`config.mk`:
```
export PLATFORM = sky130hd
export DESIGN_NAME = truth_table_sweeper
export DESIGN_NICKNAME = d
export VERILOG_FILES = /design/src/rtl/truth_table_sweeper.sv
export SDC_FILE = /design/constraint.sdc
export NUM_CORES = 1
export LEC_CHECK = 0
export ABC_AREA = 1
export BUFFER_PORTS_ARGS = -buffer_cell sky130_fd_sc_hd__buf_4
export CORE_MARGIN = 3
export CORE_UTILIZATION = 35
export CTS_BUF_LIST = sky130_fd_sc_hd__clkbuf_4
export DETAILED_ROUTE_END_ITERATION = 12
export PLACE_DENSITY_LB_ADDON = 0.2
export SLEW_MARGIN = 25
export SYNTH_ARGS = -nofsm -noshare
export SYNTH_HDL_FRONTEND = slang
export SYNTH_SLANG_ARGS = --single-unit
```
`constraint.sdc`:
```
create_clock -name clkWire -period 1.4 [get_ports clkWire]
set_input_delay 0.14 -clock clkWire [delete_from_list [all_inputs] [get_ports clkWire]]
set_output_delay 0.14 -clock clkWire [all_outputs]
set_load 0.03 [all_outputs]
```
`src/rtl/truth_table_sweeper.sv`:
```
// Sweeps all 16 input vectors through the external boolean evaluator, samples
// its output after a programmable settle time and grades the measured table.
module truth_table_sweeper #(
  parameter int          SETTLE_CYCLES = 1,
  parameter logic [15:0] EXPECTED      = 16'hD0D0
) (
  input  logic        clkWire,
  input  logic        rstWire,
  input  logic        startWire,
  input  logic        yWire,
  output logic        aWire,
  output logic        bWire,
  output logic        cWire,
  output logic        dWire,
  output logic        busyWire,
  output logic        doneWire,
  output logic        passWire,
  output logic [15:0] resultWire,
  output logic [4:0]  failCountWire,
  output logic [3:0]  failIndexWire
);

  typedef enum logic [1:0] {IDLE, SETTLE, SAMPLE, DONE} stateT;

  localparam logic [3:0] SETTLE_LOAD = 4'(SETTLE_CYCLES);

  stateT      state;
  stateT      nextState;
  logic [3:0] idx;
  logic [3:0] settleCnt;

  always_ff @(posedge clkWire or posedge rstWire) begin
    if (rstWire) state <= IDLE;
    else         state <= nextState;
  end

  always_comb begin
    nextState = state;
    case (state)
      IDLE:    if (startWire) nextState = SETTLE;
      SETTLE:  if (settleCnt <= 4'd1) nextState = SAMPLE;
      SAMPLE:  nextState = (idx == 4'd15) ? DONE : SETTLE;
      DONE:    nextState = IDLE;
      default: nextState = IDLE;
    endcase
  end

  // idx doubles as the registered evaluator vector; it is parked at 0 outside a sweep
  always_ff @(posedge clkWire or posedge rstWire) begin
    if (rstWire) begin
      idx           <= 4'd0;
      settleCnt     <= 4'd0;
      resultWire    <= 16'd0;
      failCountWire <= 5'd0;
      failIndexWire <= 4'd0;
      passWire      <= 1'b0;
    end else begin
      case (state)
        IDLE: begin
          if (startWire) begin
            resultWire    <= 16'd0;
            failCountWire <= 5'd0;
            failIndexWire <= 4'd0;
            passWire      <= 1'b0;
            idx           <= 4'd0;
            settleCnt     <= SETTLE_LOAD;
          end
        end
        SETTLE: begin
          if (settleCnt != 4'd0) settleCnt <= settleCnt - 4'd1;
        end
        SAMPLE: begin
          resultWire[idx] <= yWire;
          if (yWire != EXPECTED[idx]) begin
            failCountWire <= failCountWire + 5'd1;
            if (failCountWire == 5'd0) failIndexWire <= idx;
          end
          idx       <= (idx == 4'd15) ? 4'd0 : idx + 4'd1;
          settleCnt <= SETTLE_LOAD;
        end
        DONE: begin
          passWire <= (failCountWire == 5'd0);
        end
        default: begin
          idx <= 4'd0;
        end
      endcase
    end
  end

  assign {aWire, bWire, cWire, dWire} = idx;
  assign busyWire = (state != IDLE);
  assign doneWire = (state == DONE);

endmodule
```
# Yosys cells after proc, flatten, opt, wreduce, memory -nomap -nowiden
# Memories as Yosys holds them, arrays and structs flattened.
# Index checks and enable logic that the tools add are counted.
dict set report totals {
  out_inout_bits 32
  memories 1
  reg_bits 36
  in_bits 4
  romBits 16
  wordCells 62
}
# name words width rd rd_ports_with_merged_regs wr line
set mem_list {}
lappend mem_list {{(no name shown)} 16 1 1 0 0 74} ;# if (yWire != EXPECTED[idx]) begin
dict set report classes {
  n_lt_le_gt_ge 3
  n_mux 24
  reduce_logical 14
  addsub 3
  n_eq_ne 10
}
# cell count
set ops {}
lappend ops {{16-bit one-hot mux with 2 select lines} 1}
lappend ops {{4-bit 2-to-1 mux} 6}
lappend ops {{16-bit bitwise mux} 1}
lappend ops {{16-bit 2-to-1 mux} 1}
lappend ops {{4-bit one-hot mux with 2 select lines} 2}
lappend ops {{4-bit one-hot mux with 3 select lines} 1}
lappend ops {{5-bit 2-to-1 mux} 2}
lappend ops {{2-bit inequality test, second input constant} 5}
lappend ops {{5-bit one-hot mux with 2 select lines} 1}
lappend ops {{2-bit one-hot mux with 4 select lines} 1}
lappend ops {{2-bit 2-to-1 mux} 3}
lappend ops {{2-bit AND reduction} 3}
lappend ops {{3-bit AND reduction} 2}
lappend ops {{2-bit nonzero test} 3}
lappend ops {{5-bit by 1-bit adder with 5-bit output, second input constant} 1}
lappend ops {{5-bit zero test} 1}
lappend ops {{4-bit by 5-bit less-than comparator with 1-bit output, second input constant} 1}
lappend ops {{4-bit by 1-bit adder with 4-bit output, second input constant} 1}
lappend ops {{1-bit demux with 4-bit select} 1}
lappend ops {{2-bit equality test, second input constant} 2}
lappend ops {{4-bit equality test, second input constant} 1}
lappend ops {{4-bit by 1-bit >= comparator with 1-bit output, second input constant} 1}
lappend ops {{4-bit by 1-bit <= comparator with 1-bit output, second input constant} 1}
lappend ops {{4-bit AND reduction} 1}
lappend ops {{9 further kinds} 11}

# Logic depth before layout (Yosys ltp)
dict set report logic_depth {
  ltp_word 6
  mapped_depth 9
  depth_no_buf 9
}

# Least setup slack after synthesis
# Ideal clock, no wire load.
dict set report synth_path {
  path_type {register to register}
  from {reg idx[1]}
  to {reg failCountWire[3]}
  period_less_slack_ps 1649
  path_buffers 0
  arrival_ps 1531
  t_required_ps 1282
  path_stages_with_launch 8
  setup_slack_ps -249
  setup_time_ps 118
  path_cell_list {dfrtp_1 > inv_1 > ha_1 > nand3b_2 > nand3_4 > nand2_2 > nand2_1 > nand2_1}
}
dict set report synth_between {
  elab_chain_len 5
}
# element line
set synth_lines {}
lappend synth_lines {{from (decl)} 29} ;# logic [3:0] idx;
lappend synth_lines {{from (signal assigned)} 78} ;# idx <= (idx == 4'd15) ? 4'd0 : idx + 4'd1;
lappend synth_lines {{memory 16 x 1 bit} -}
lappend synth_lines {{1-bit 2-to-1 mux (not written as such)} 74}
lappend synth_lines {{1-bit inequality test} 74}
lappend synth_lines {{2-bit inequality test (no line)} -}
lappend synth_lines {{3-bit AND reduction (no line)} -}
lappend synth_lines {{to (signal assigned)} 75} ;# failCountWire <= failCountWire + 5'd1;
lappend synth_lines {{to (decl)} 19} ;# output logic [4:0] failCountWire,
# Every way passes these cells. The select of a mux whose other input is x is not followed.
# A chain may end at the register's enable or synchronous reset.

# Worst setup path in the final report
dict set report layout_path {
  from {reg state[0]}
  to {out busyWire}
}
dict set report layout_between {
  elab_chain_len 1
}
# element line
set layout_lines {}
lappend layout_lines {{from (decl)} 27} ;# stateT state;
lappend layout_lines {{from (signal assigned)} 34} ;# else state <= nextState;
lappend layout_lines {{2-bit nonzero test} 92} ;# assign busyWire = (state != IDLE);
lappend layout_lines {{to (decl)} 15} ;# output logic busyWire,
# Every way passes these cells.

==> results.md <==
* Adder-Cell Fraction of Synth Area at 5.594%
* PwrDens at 1532 nW/um^2
* Gr usage total at 15.14%
* Yosys Warn Count at 0
* Max FO, Critical Path at 4
* Layout cell share with drive strength beyond 1 at 30.69%
* Critical register-to-register path startpoint: idx[1]$_DFFE_PP0P_
* Startpoint Class: flop
* # DRC at 0
* H-Tree Depth at 2
* Via/cell ratio at 4.689
* Worst Hold Depth at 3
* Final Cycle Share at 94.47%
* Later-pin clock latency in the skew report at 340 ps
* Final core occ at 47.33%
* Worst slew pin tran at 448.3 ps
* CTS tree: built
* Detailed Routing Iterations Pass 1 at 4
* Fillers at 549
* Largest net degree at the start of global routing at 37
* Slowest cell on the critical path: dfrtp_2
* Vias in the first global route at 1625
* Mux cell area share after synthesis at 0%
* Initial Util at 37.73%
* Row count at 26
* Io pins at 36
* Status: finished, final reports clean
* CP required at 1260 ps
* VDD IR max at 0.7442 mV
* Hold Startpoint: yWire
* Fmax achieved at 756.1 MHz
* Xor and xnor fraction of the mapped netlist area at 1.305%
* Flop2flop setup slack at 80 ps
* Max Clock Skew at 11.85 ps
* ANT cells at 0
* CP Cell Sequence: nor2_4 > inv_1 > buf_4
* Remaining Overflow, GRT at 0
* Buffers & Inverters on Critical Path at 2
* Slowest cell delay on critical path at 460 ps
* Post-layout min period at 1323 ps
* Post-synthesis compound-gate area fraction at 9.509%
* GP Congestion at 0.7908
* LEAKAGE at 1.261 nW
* Post-synth cell types at 29
* Routed Antenna Nets at 0
* Syn nets at 256
* Synth Instances at 243
* Worst hold path class: input pin to flop
* Post-DP HPWL at 3359 um
* Core ar. at 5335 um^2
* Critical Path End Type: primary output
* Num CTS Buffers at 5
* Unrepaired setup endpoints after global routing: yes
* Vias at 1688
* Root Buffer: clkbuf_4
* Setup ws final at 77.40 ps
* Largest family of logic cells by synthesized area: simple AND/OR/NAND/NOR gates
* Initial detailed-routing violation count at 53
* FF-to-FF End: failIndexWire[1]$_DFFE_PP0P_
* Sequential share of the synthesized area at 44.75%
* Simple logic cell fraction of the synthesized area at 30.52%
* Die ar. at 6698 um^2
* Setup tns final at 0 ps
* Mapped cell area at 2013 um^2
* Worst slew margin at 70.11%
* Nets at 303
* Yosys reg bits at 36
* Reg clk slew, reported paths at 110 ps
* Post-placement cell area at 2386 um^2
* Area Growth Syn to Fin at 25.42%
* Placement Setup Slack at 42.53 ps
* Clock sinks at 36
* Initial antenna violation count at 0
* First-pass GRT wire length at 7665 um
* Mean area per synthesized cell at 8.285 um^2
* Setup bufs post-CTS at 0
* DIE WIDTH at 81.84 um
* Slew Viols, Final at 0
* Critical path class: flop to primary output
* Critical path arrival at 1180 ps
* Final-report hold violation count at 0
* R2R cell count at 6
* Max clock buf depth at 2
* Routed len/inst at 12.89 um
* Die height at 81.84 um
* Sink of the worst hold path: resultWire[11]$_DFFE_PP0P_
* Final Cell Area at 2525 um^2
* Largest delay contributor family on the critical path: flip-flops
* WL final at 4642 um
* Final setup violation count at 0
* Count of input and output buffers at 35
* Worst hold margin at 110.8 ps
* Max Cap Viol at 0
==> power by group <==
| part | internal [mW] | switching, mW |
|---|---|---|
| clock | 0.175 | 0.333 |
| combinational | 0.712 | 1.24 |
| sequential | 1.22 | 0.194 |
==> placed cells by master, fill, tap and decap left out, types with 3 or more instances in the layout <==
cell type  instances
nor2_2             4
nand2_2            4
dfrtp_1           31
clkbuf_4           5
dfrtp_2            5
inv_1             17
nand3_1           29
a21oi_1            6
inv_2              7
o21ai_2            3
o21ai_1            4
o22ai_1            7
o21ai_0           10
nand2_1           61
nor2_1            21
buf_4             43
nand2_4            4
ha_1               6
==> kinds of logic after synthesis <==
kind of cell    Yosys count
buf+inv                  31
compound gates           32
fa+ha+maj                 9
flops                    36
xor+xnor                  3
simple gates            132
==> Yosys cell counts, drive strengths merged <==
cell type | number | area [um^2]
o22ai | 8 | 56.30
o21ai | 18 | 105.1
dfrtp | 36 | 900.9
nor3 | 1 | 5.000
or2 | 2 | 12.52
nand4 | 1 | 6.260
nand3b | 1 | 11.26
ha | 9 | 112.6
xnor2 | 2 | 17.52
nand2 | 70 | 306.5
buf | 6 | 71.32
a21oi | 6 | 30.03
nand3 | 31 | 167.7
nor2 | 26 | 105.1
xor2 | 1 | 8.760
inv | 25 | 96.34
==> how the worst max path moves through the flow <==
stage,start,endpoint,slack (ps),depth (start not counted)
floorplan,idx[1]$_DFFE_PP0P_,failCountWire[3]$_DFFE_PP0P_,30,7
global placement,idx[1]$_DFFE_PP0P_,failCountWire[3]$_DFFE_PP0P_,80,7
detailed placement,idx[1]$_DFFE_PP0P_,failCountWire[1]$_DFFE_PP0P_,40,7
CTS,state[1]$_DFFE_PP0P_,busyWire,4,3
global route,idx[1]$_DFFE_PP0P_,resultWire[0]$_DFFE_PP0P_,-10,7
finish,state[0]$_DFFE_PP0P_,busyWire,80,3
==> what timing repair did <==
action	in CTS	in global routing
resized for setup	0	20
hold endpoints to repair	36	0
hold buffers	1	0
endpoints found under the setup margin	0	20
==> final cells by class <==
class	instances	area, um^2	area share, %
Timing Repair Buffer	45	352.8	13.97
Multi-Input combinational cell	177	1026	40.63
Clock inverter	2	7.507	0.2973
Sequential cell	36	907.1	35.93
Clock buffer	5	37.54	1.487
Inverter	25	106.4	4.212
Tap cell	70	87.58	3.469
==> worst reg2reg max path, cell delays in order (launching register included) <==
cell     delay (ps)
dfrtp_2         450
inv_2            70
ha_4            190
o21ai_4         190
nand3_4         150
nand3_1         120
nand2_1          60
==> metrics by stage <==
step | std cells | total power, mW
after global placement | 351 | 3.225
after detailed placement | 351 | 3.239
after global routing | 360 | 4.196
after floorplan | 243 | 2.752
after CTS | 359 | 3.772
final | 360 | 3.869
==> routing by layer <==
layer  GRT usage (%)  wire length [um]  up-vias
li1                -                 -      884
met2           23.10              2139       39
met3           4.167               226        5
met4           5.316                51        0
met5               0                 0        -
met1           20.53              2225      760
==> flip-flops by register name (all words and copies together), names as in the netlist <==
register       count
resultWire        16
settleCnt          4
failCountWire      5
failIndexWire      4
idx                4
passWire           1
state              2
No activity file was read; power rests on OpenSTA's default activity.
